$ cat src/rtl/viterbi_pkg.sv
// Shared types and trellis helpers for the 4-state (K=3, rate-1/2) Viterbi decoder.
// State encoding is {u_t, u_t-1}; decision bit n selects the odd predecessor of state n.
package viterbi_pkg;

    localparam int unsigned NUM_STATES   = 4;
    localparam int unsigned PM_W_DEFAULT = 8;

    typedef logic [1:0]              state_t;
    typedef logic [NUM_STATES-1:0]   dec_t;
    typedef logic [PM_W_DEFAULT-1:0] pm_t;

    typedef enum logic [1:0] {
        StFill,
        StTrace,
        StOutput
    } fsm_state_e;

    function automatic state_t prev_state(state_t n, dec_t d);
        return {n[0], d[n]};
    endfunction

endpackage

$ cat src/rtl/viterbi_traceback_unit_best_state_sel.sv
// Combinational 4-way unsigned argmin over path metrics.
// Ties resolve to the lowest state index.
module best_state_sel
    import viterbi_pkg::*;
#(
    parameter int unsigned PM_W = 8
) (
    input  logic [PM_W-1:0] pm0_i,
    input  logic [PM_W-1:0] pm1_i,
    input  logic [PM_W-1:0] pm2_i,
    input  logic [PM_W-1:0] pm3_i,
    output state_t          best_o
);

    logic [PM_W-1:0] min01;
    logic [PM_W-1:0] min23;
    state_t          idx01;
    state_t          idx23;

    // Strict less-than everywhere so an equal metric never displaces a lower index.
    always_comb begin
        idx01  = (pm1_i < pm0_i) ? 2'd1 : 2'd0;
        min01  = (pm1_i < pm0_i) ? pm1_i : pm0_i;
        idx23  = (pm3_i < pm2_i) ? 2'd3 : 2'd2;
        min23  = (pm3_i < pm2_i) ? pm3_i : pm2_i;
        best_o = (min23 < min01) ? idx23 : idx01;
    end

endmodule

$ cat src/rtl/viterbi_traceback_unit.sv
// Survivor memory and traceback for the 4-state Viterbi decoder: buffers one frame of
// decisions, traces back from the best final state, then streams bits in forward order.
module viterbi_traceback_unit
    import viterbi_pkg::*;
#(
    parameter int unsigned MAX_LEN = 64,
    parameter int unsigned PM_W    = 8
) (
    input  logic            clk_i,
    input  logic            rst_i,
    input  logic            dec_valid_i,
    output logic            dec_ready_o,
    input  logic [3:0]      dec_bits_i,
    input  logic            dec_last_i,
    input  logic [PM_W-1:0] pm_s0_i,
    input  logic [PM_W-1:0] pm_s1_i,
    input  logic [PM_W-1:0] pm_s2_i,
    input  logic [PM_W-1:0] pm_s3_i,
    output logic            out_valid_o,
    input  logic            out_ready_i,
    output logic            out_bit_o,
    output logic            out_last_o,
    output logic            busy_o
);

    localparam int unsigned AW = $clog2(MAX_LEN);
    localparam int unsigned LW = AW + 1;

    fsm_state_e         state_q, state_d;
    logic [AW-1:0]      wr_ptr_q, wr_ptr_d;
    logic [AW-1:0]      idx_q, idx_d;
    logic [AW-1:0]      rd_ptr_q, rd_ptr_d;
    logic [LW-1:0]      len_q, len_d;
    state_t             st_q, st_d;
    logic [MAX_LEN-1:0] bitbuf_q, bitbuf_d;
    dec_t               mem_q [MAX_LEN];
    logic               dec_we;
    logic               last_bit;
    state_t             best_state;

    best_state_sel #(
        .PM_W (PM_W)
    ) u_best_state_sel (
        .pm0_i  (pm_s0_i),
        .pm1_i  (pm_s1_i),
        .pm2_i  (pm_s2_i),
        .pm3_i  (pm_s3_i),
        .best_o (best_state)
    );

    always_comb begin
        state_d     = state_q;
        wr_ptr_d    = wr_ptr_q;
        idx_d       = idx_q;
        rd_ptr_d    = rd_ptr_q;
        len_d       = len_q;
        st_d        = st_q;
        bitbuf_d    = bitbuf_q;
        dec_we      = 1'b0;
        last_bit    = 1'b0;
        dec_ready_o = 1'b0;
        out_valid_o = 1'b0;
        out_bit_o   = 1'b0;
        out_last_o  = 1'b0;
        busy_o      = 1'b0;

        unique case (state_q)
            StFill: begin
                dec_ready_o = 1'b1;
                if (dec_valid_i) begin
                    dec_we   = 1'b1;
                    wr_ptr_d = wr_ptr_q + AW'(1);
                    // A full memory forces termination; the beat that fills it is kept.
                    if (dec_last_i || (wr_ptr_q == AW'(MAX_LEN - 1))) begin
                        len_d   = LW'(wr_ptr_q) + LW'(1);
                        idx_d   = wr_ptr_q;
                        st_d    = best_state;
                        state_d = StTrace;
                    end
                end
            end

            StTrace: begin
                busy_o          = 1'b1;
                bitbuf_d[idx_q] = st_q[1];
                st_d            = prev_state(st_q, mem_q[idx_q]);
                idx_d           = idx_q - AW'(1);
                if (idx_q == '0) begin
                    rd_ptr_d = '0;
                    state_d  = StOutput;
                end
            end

            StOutput: begin
                busy_o      = 1'b1;
                out_valid_o = 1'b1;
                out_bit_o   = bitbuf_q[rd_ptr_q];
                last_bit    = (LW'(rd_ptr_q) == (len_q - LW'(1)));
                out_last_o  = last_bit;
                if (out_ready_i) begin
                    if (last_bit) begin
                        rd_ptr_d = '0;
                        wr_ptr_d = '0;
                        state_d  = StFill;
                    end else begin
                        rd_ptr_d = rd_ptr_q + AW'(1);
                    end
                end
            end

            default: state_d = StFill;
        endcase
    end

    always_ff @(posedge clk_i) begin
        if (rst_i) begin
            state_q  <= StFill;
            wr_ptr_q <= '0;
            idx_q    <= '0;
            rd_ptr_q <= '0;
            len_q    <= '0;
            st_q     <= '0;
            bitbuf_q <= '0;
        end else begin
            state_q  <= state_d;
            wr_ptr_q <= wr_ptr_d;
            idx_q    <= idx_d;
            rd_ptr_q <= rd_ptr_d;
            len_q    <= len_d;
            st_q     <= st_d;
            bitbuf_q <= bitbuf_d;
        end
    end

    // Decision memory is a plain register file with no reset.
    always_ff @(posedge clk_i) begin
        if (dec_we) begin
            mem_q[wr_ptr_q] <= dec_bits_i;
        end
    end

endmodule

$ cat config.mk
export PLATFORM = sky130hd
export DESIGN_NAME = viterbi_traceback_unit
export DESIGN_NICKNAME = d
export VERILOG_FILES = /design/src/rtl/viterbi_pkg.sv /design/src/rtl/viterbi_traceback_unit_best_state_sel.sv /design/src/rtl/viterbi_traceback_unit.sv
export SDC_FILE = /design/constraint.sdc
export NUM_CORES = 1
export LEC_CHECK = 0
export ABC_AREA = 1
export BUFFER_PORTS_ARGS = -buffer_cell sky130_fd_sc_hd__buf_2
export CORE_ASPECT_RATIO = 0.75
export CORE_UTILIZATION = 25
export CTS_CLUSTER_SIZE = 10
export DETAILED_ROUTE_END_ITERATION = 6
export PLACE_DENSITY = 0.49
export SYNTH_ARGS = -nofsm -noshare
export SYNTH_HDL_FRONTEND = slang
export SYNTH_SLANG_ARGS = --single-unit
$ cat constraint.sdc
create_clock -name clk_i -period 8 [get_ports clk_i]
set_input_delay 1.6 -clock clk_i [delete_from_list [all_inputs] [get_ports clk_i]]
set_output_delay 1.6 -clock clk_i [all_outputs]
set_load 0.03 [all_outputs]
; Word-level counts from Yosys, hierarchy flattened
; Memories as Yosys holds them, arrays and structs flattened. A register that Yosys moved wholly into a read port is not among the register bits.
; Index checks and enable logic that the tools add are counted.
[totals]
reg_bits = 93
ramBits = 256
in_bits = 41
wordCells = 85
mem_count = 1
[classes]
addsub = 5
magnitude_cmp = 7
n_eq_ne = 9
muxes = 43
reduce_logical = 13
[mem_list]
columns = name, depth, word_bits, read_ports, rd_clocked_by_memory_dff, wr, line_no
row1 = mem_q, 64, 4, 1, 1, 1, viterbi_traceback_unit.sv:36  ; dec_t mem_q [MAX_LEN];
[ops]
columns = op, n
row1 = 64-bit bitwise mux, 1
row2 = 6-bit 2-to-1 mux, 10
row3 = 6-bit case mux with 2 select lines, 3
row4 = 8-bit < comparator, 3
row5 = 2-bit 2-to-1 mux, 8
row6 = 8-bit 2-to-1 mux, 2
row7 = 6-bit by 7-bit < comparator with 1-bit output (second input constant), 2
row8 = 1-bit 2-to-1 mux, 14
row9 = 6-bit by 1-bit adder with 6-bit output (second input constant), 2
row10 = 2-bit inequality test (second input constant), 5
row11 = 3-bit AND reduction, 3
row12 = 6-bit by 1-bit adder with 7-bit output (second input constant), 1
row13 = 6-bit by 7-bit == test with 1-bit output, 1
row14 = 7-bit by 1-bit subtractor with 7-bit output (second input constant), 1
row15 = 1-bit binary-select mux with 6-bit select, 1
row16 = 1-bit demux with 6-bit select, 1
row17 = 6-bit == test (second input constant), 1
row18 = 6-bit by 1-bit greater-or-equal comparator with 1-bit output (second input constant), 1
row19 = 6-bit zero test, 1
row20 = 2-bit case mux with 3 select lines, 1
row21 = 2-bit nonzero test, 3
row22 = 6-bit by 1-bit subtractor with 6-bit output (second input constant), 1
row23 = 5-bit AND reduction, 1
row24 = 2-bit case mux with 2 select lines, 1
row25 = other kinds (9), 9

; Logic depth before layout (Yosys ltp)
[logic_depth]
depth_word = 7
depth_mapped = 21

; Cells and area by module
; Synthesis repeated with hierarchy kept, for this count alone.
[unflattened]
hier_cells = 1648
area_unflattened_um2 = 16054.1
[modules_own_cells]
columns = module, instances, cells_per_inst, area_each_um2, seq_area_each_um2
row1 = viterbi_traceback_unit, 1, 1514, 15298.4, 9669.3
row2 = best_state_sel, 1, 134, 755.7, 0.0

; Worst setup path after synthesis
; Ideal clock, no wire load.
[synth_path]
path_type = in2reg
from = input pm_s2_i[7]
to = register st_q[0]
setup_time_ns = 0.070
arrival_ns = 3.724
setup_slack_ns = 4.206
path_stages = 16
n_path_buf = 1
path_cell_list = inv_1 ha_1 nand2_1 o21a_1 nand2_1 clkbuf_1 nor2_1 a21oi_1 ha_1 a21oi_1 nor2_1 a211oi_1 nand2_1 nand2_1 nand3_1 a21oi_1
[synth_between]
elab_chain_cells = 7
word_cells_on_any_way = 8
classes_between = order compare (2) / mux (6)
[synth_rtl]
columns = element, line_no
row1 = from (decl), viterbi_traceback_unit.sv:17  ; input logic [PM_W-1:0] pm_s2_i,
row2 = 8-bit < comparator, "viterbi_traceback_unit_best_state_sel.sv:24, viterbi_traceback_unit_best_state_sel.sv:25"
row3 = 8-bit 2-to-1 mux, viterbi_traceback_unit_best_state_sel.sv:25  ; min23 = (pm3_i < pm2_i) ? pm3_i : pm2_i;
row4 = 8-bit < comparator, viterbi_traceback_unit_best_state_sel.sv:26  ; best_o = (min23 < min01) ? idx23 : idx01;
row5 = 2-bit 2-to-1 mux *, viterbi_traceback_unit_best_state_sel.sv:26
row6 = 2-bit 2-to-1 mux *, viterbi_traceback_unit.sv:74  ; if (dec_last_i || (wr_ptr_q == AW'(MAX_LEN - 1))) begin
row7 = 2-bit 2-to-1 mux *, viterbi_traceback_unit.sv:70  ; if (dec_valid_i) begin
row8 = 2-bit case mux with 2 select lines *, viterbi_traceback_unit.sv:67  ; unique case (state_q)
row9 = to (signal assigned), viterbi_traceback_unit.sv:130  ; st_q <= st_d;
row10 = to (decl), viterbi_traceback_unit.sv:34  ; state_t st_q, st_d;
; Mark *: on every way between the ends. The rest lies on a longest branch, timed or not. The select of a mux whose other input is x is not followed.
; A chain may end at the register's enable or synchronous reset.

; Worst setup path after layout
[layout_path]
from = register rd_ptr_q[0]
to = output out_bit_o
[layout_between]
elab_chain_cells = 3
[layout_rtl]
columns = element, line_no
row1 = from (decl), viterbi_traceback_unit.sv:32  ; logic [AW-1:0] rd_ptr_q, rd_ptr_d;
row2 = from (signal assigned), viterbi_traceback_unit.sv:128  ; rd_ptr_q <= rd_ptr_d;
row3 = 1-bit binary-select mux with 6-bit select, viterbi_traceback_unit.sv:97  ; out_bit_o = bitbuf_q[rd_ptr_q];
row4 = 1-bit 2-to-1 mux (implied by the code), viterbi_traceback_unit.sv:97
row5 = 1-bit 2-to-1 mux, viterbi_traceback_unit.sv:67
row6 = to (decl), viterbi_traceback_unit.sv:21  ; output logic out_bit_o,
; No other way between the ends. The select of a mux whose other input is x is not followed.

==> results.yml <==
power_and_ir_drop:
  power-per-cell-area_nw_per_um2: 302
  p_clk_frac: 0.320
  p_seq_frac: 0.387
  power.leakage_nw: 6.33
  ir_worst_vdd_mv: 0.141
  p_total_mw: 5.49
  intPower_mw: 3.49
  netSwitchingPower_mw: 2.00
  p_comb_frac: 0.293
  switching_share: 0.364
clocking:
  cts_hold_buf: 0
  cts_tree: "yes"
  clkLatencyLatePin_ns: 0.56
  clockBufferDepth: 3
  post_cts_buffers: 0
  cts_buffers: 43
  cts_resized: 0
  htreeDepth: 2
  clock_sinks: 355
  cts_root_buffer: "clkbuf_16"
  clk_pin_slew_ns: 0.06
finish:
  diodes: 0
  fin_nets: 1717
  drive_above_1_share: 0.0736
  fin_area_um2: 18200
  area_growth_pct: 13.0
outcome:
  failed_checks: "DRC"
  status: "finished, violations left"
yosys:
  ys_seq_area_frac: 0.601
  ys.warnings.count: 0
  syn_inst: 1652
  synthFlopType: "edfxtp_1"
  ys_types: 40
  syn-num-nets: 1721
  synthArstFlopShare: 0
  synth_edf_count: 256
  synth.avg_cell_area_um2: 9.75
  syn_area_um2: 16100
  ys_ff_latch: 355
sta:
  fin_crit_ns: 4.47
  fin_crit_sh: 0.559
  skew_ns: 0.0278
  fin_setup_tns_ns: 0
  hold_violations: 0
  maxSlewHeadroom: 0.142
  drv_slew: 0
  rsz0062_at_grt: "false"
  tightest_slew_ns: 1.28
  setup_viol: 0
  max_freq_mhz: 224
critical_path:
  path_cells: "buf_4 -> inv_2 -> o21ai_0 -> o22ai_1 -> a21oi_1 -> nand3_1 -> nand3_1 -> a21oi_1 -> buf_2"
  critPathLaunchType: "flip-flop"
  slowest_stage: "inv_2"
  slowest_delay_ns: 0.51
  cp_max_fo: 36
  critPathBufInv: 3
  cp_top_family: "buffers and inverters"
  critPathRequiredTime_ns: 6.40
  path_class: "flip-flop to output pin"
  critPathArrivalTime_ns: 2.87
  end_kind: "output pin"
die:
  dieArea_um2: 65400
  start_util: 0.253
  chipWidth_um: 295
  row_count: 80
  die_h_um: 222
  ios: 46
  core_area_um2: 63700
run:
  drv_cap: 0
worst_hold_path:
  hold_path.class: "flip-flop to flip-flop"
placement:
  place_area_um2: 17000
  dp_hpwl_um: 26800
  gp_congestion: 0.804
  io_buffers: 45
drt:
  met2_wirelength_um: 18900
  drtAntennaViolNets: 0
  routed_wl_um: 44100
  drt-initial-drc-count: 1033
  wl_per_cell_um: 17.4
  top_layer: "met4"
  vias_per_cell: 4.79
  drc: 2
  wl_met3_um: 2490
  drt-pass1-iter-count: 7
  vias: 12100
  drt-met1-wl_um: 21900
grt:
  grt_overflow: 0
  grt_first_pass_wirelength_um: 68200
  grt_pass1_vias: 11500
  grt_max_degree: 104
  antenna_found_initial: 0
  grt_usage: 0.134
[sequential cells by signal, summed over array words and instances (netlist names), named ones only]
register  count
rd_ptr_q      6
bitbuf_q     64
state_q       2
idx_q         6
len_q         7
st_q          2
mem_q       256
wr_ptr_q      6
[Yosys cell counts (all sizes together) (2+ instances only)]
library cell,count,share of area
nand2,339,0.079
edfxtp,256,0.48
nand3,255,0.079
nor2,156,0.037
a21oi,117,0.037
dfxtp,99,0.12
inv,82,0.019
o21ai,72,0.022
a311oi,63,0.034
buf,59,0.023
clkbuf,48,0.011
ha,28,0.022
o22ai,12,0.0047
nand4,11,0.0043
xor2,11,0.0060
nor3,10,0.0051
nor4,8,0.0040
o221ai,8,0.0044
a211oi,5,0.0023
clkinv,4,0.00093
o21a,2,0.00093
o31ai,2,0.00093
xnor2,2,0.0011
[final cells by class]
| cell class | instances | area [um2] |
|---|---|---|
| inverter | 86 | 325 |
| multi-input combinational | 1104 | 5570 |
| clock inverter | 5 | 55.1 |
| sequential | 355 | 9670 |
| timing repair buffer | 58 | 325 |
| clock buffer | 64 | 1170 |
| fill | 6723 | 45500 |
| tap | 861 | 1080 |
[power by group through the flow]
stage / Combinational, mW / Sequential, mW / Clock (mW)
after floorplan: 1.19 / 2.09 / 0
after global placement: 1.59 / 2.16 / 0
after detailed placement: 1.60 / 2.16 / 0
after CTS: 1.60 / 2.12 / 1.81
after global routing: 1.78 / 2.13 / 1.86
final: 1.61 / 2.13 / 1.76
[metal layers]
layer / vias up / global-route usage
li1: 5857 / -
met1: 5853 / 0.196
met2: 368 / 0.198
met3: 64 / 0.0242
met4: 0 / 0.0416
met5: - / 0
[cell families after synthesis]
logic type / share of synthesized area
and+or+nand+nor: 0.209
DFF: 0.601
AOI/OAI and AO/OA: 0.107
buffers and inverters: 0.0541
adders and majority gates: 0.0218
xor gates and xnor gates: 0.00707
[through the flow]
step	worst slack, ns	hold slack (ns)	utilization	instances
4_1_cts	3.53	0.497	0.286	2533
2_1_floorplan	4.21	0.453	-	1652
5_1_grt	3.33	0.519	0.286	2533
3_3_place_gp	3.92	0.472	0.267	2464
3_5_place_dp	3.92	0.489	0.267	2464
6_report	3.53	0.500	0.286	2533
[cell usage in the layout, fill, tap and decap left out, types with 11 or more instances in the layout]
master,instances
nand2_1,338
edfxtp_1,256
nand3_1,255
nor2_1,153
a21oi_1,116
dfxtp_1,97
inv_1,78
o21ai_0,71
a311oi_1,63
buf_2,44
clkbuf_16,43
ha_1,28
clkbuf_1,19
buf_4,14
o22ai_1,12
nand4_1,11
xor2_1,11
[worst min-delay path, cell delays in order, from the launching register on]
cell,delay (ns)
dfxtp_1,0.29
inv_1,0.09
a21oi_1,0.07
[worst paths after layout]
path | from | to | slack, ns | cells after the start
max | rd_ptr_q[0]$_SDFFE_PP0P_ | out_bit_o | 3.53 | 9
min | len_q[1]$_SDFFE_PP0P_ | len_q[1]$_SDFFE_PP0P_ | 0.50 | 2
max reg2reg | flip-flop | st_q[0]$_SDFFE_PP0P_ | 4.75 | 14
min reg2reg | len_q[1]$_SDFFE_PP0P_ | len_q[1]$_SDFFE_PP0P_ | 0.50 | 2
(Power assumes the default switching activity.)
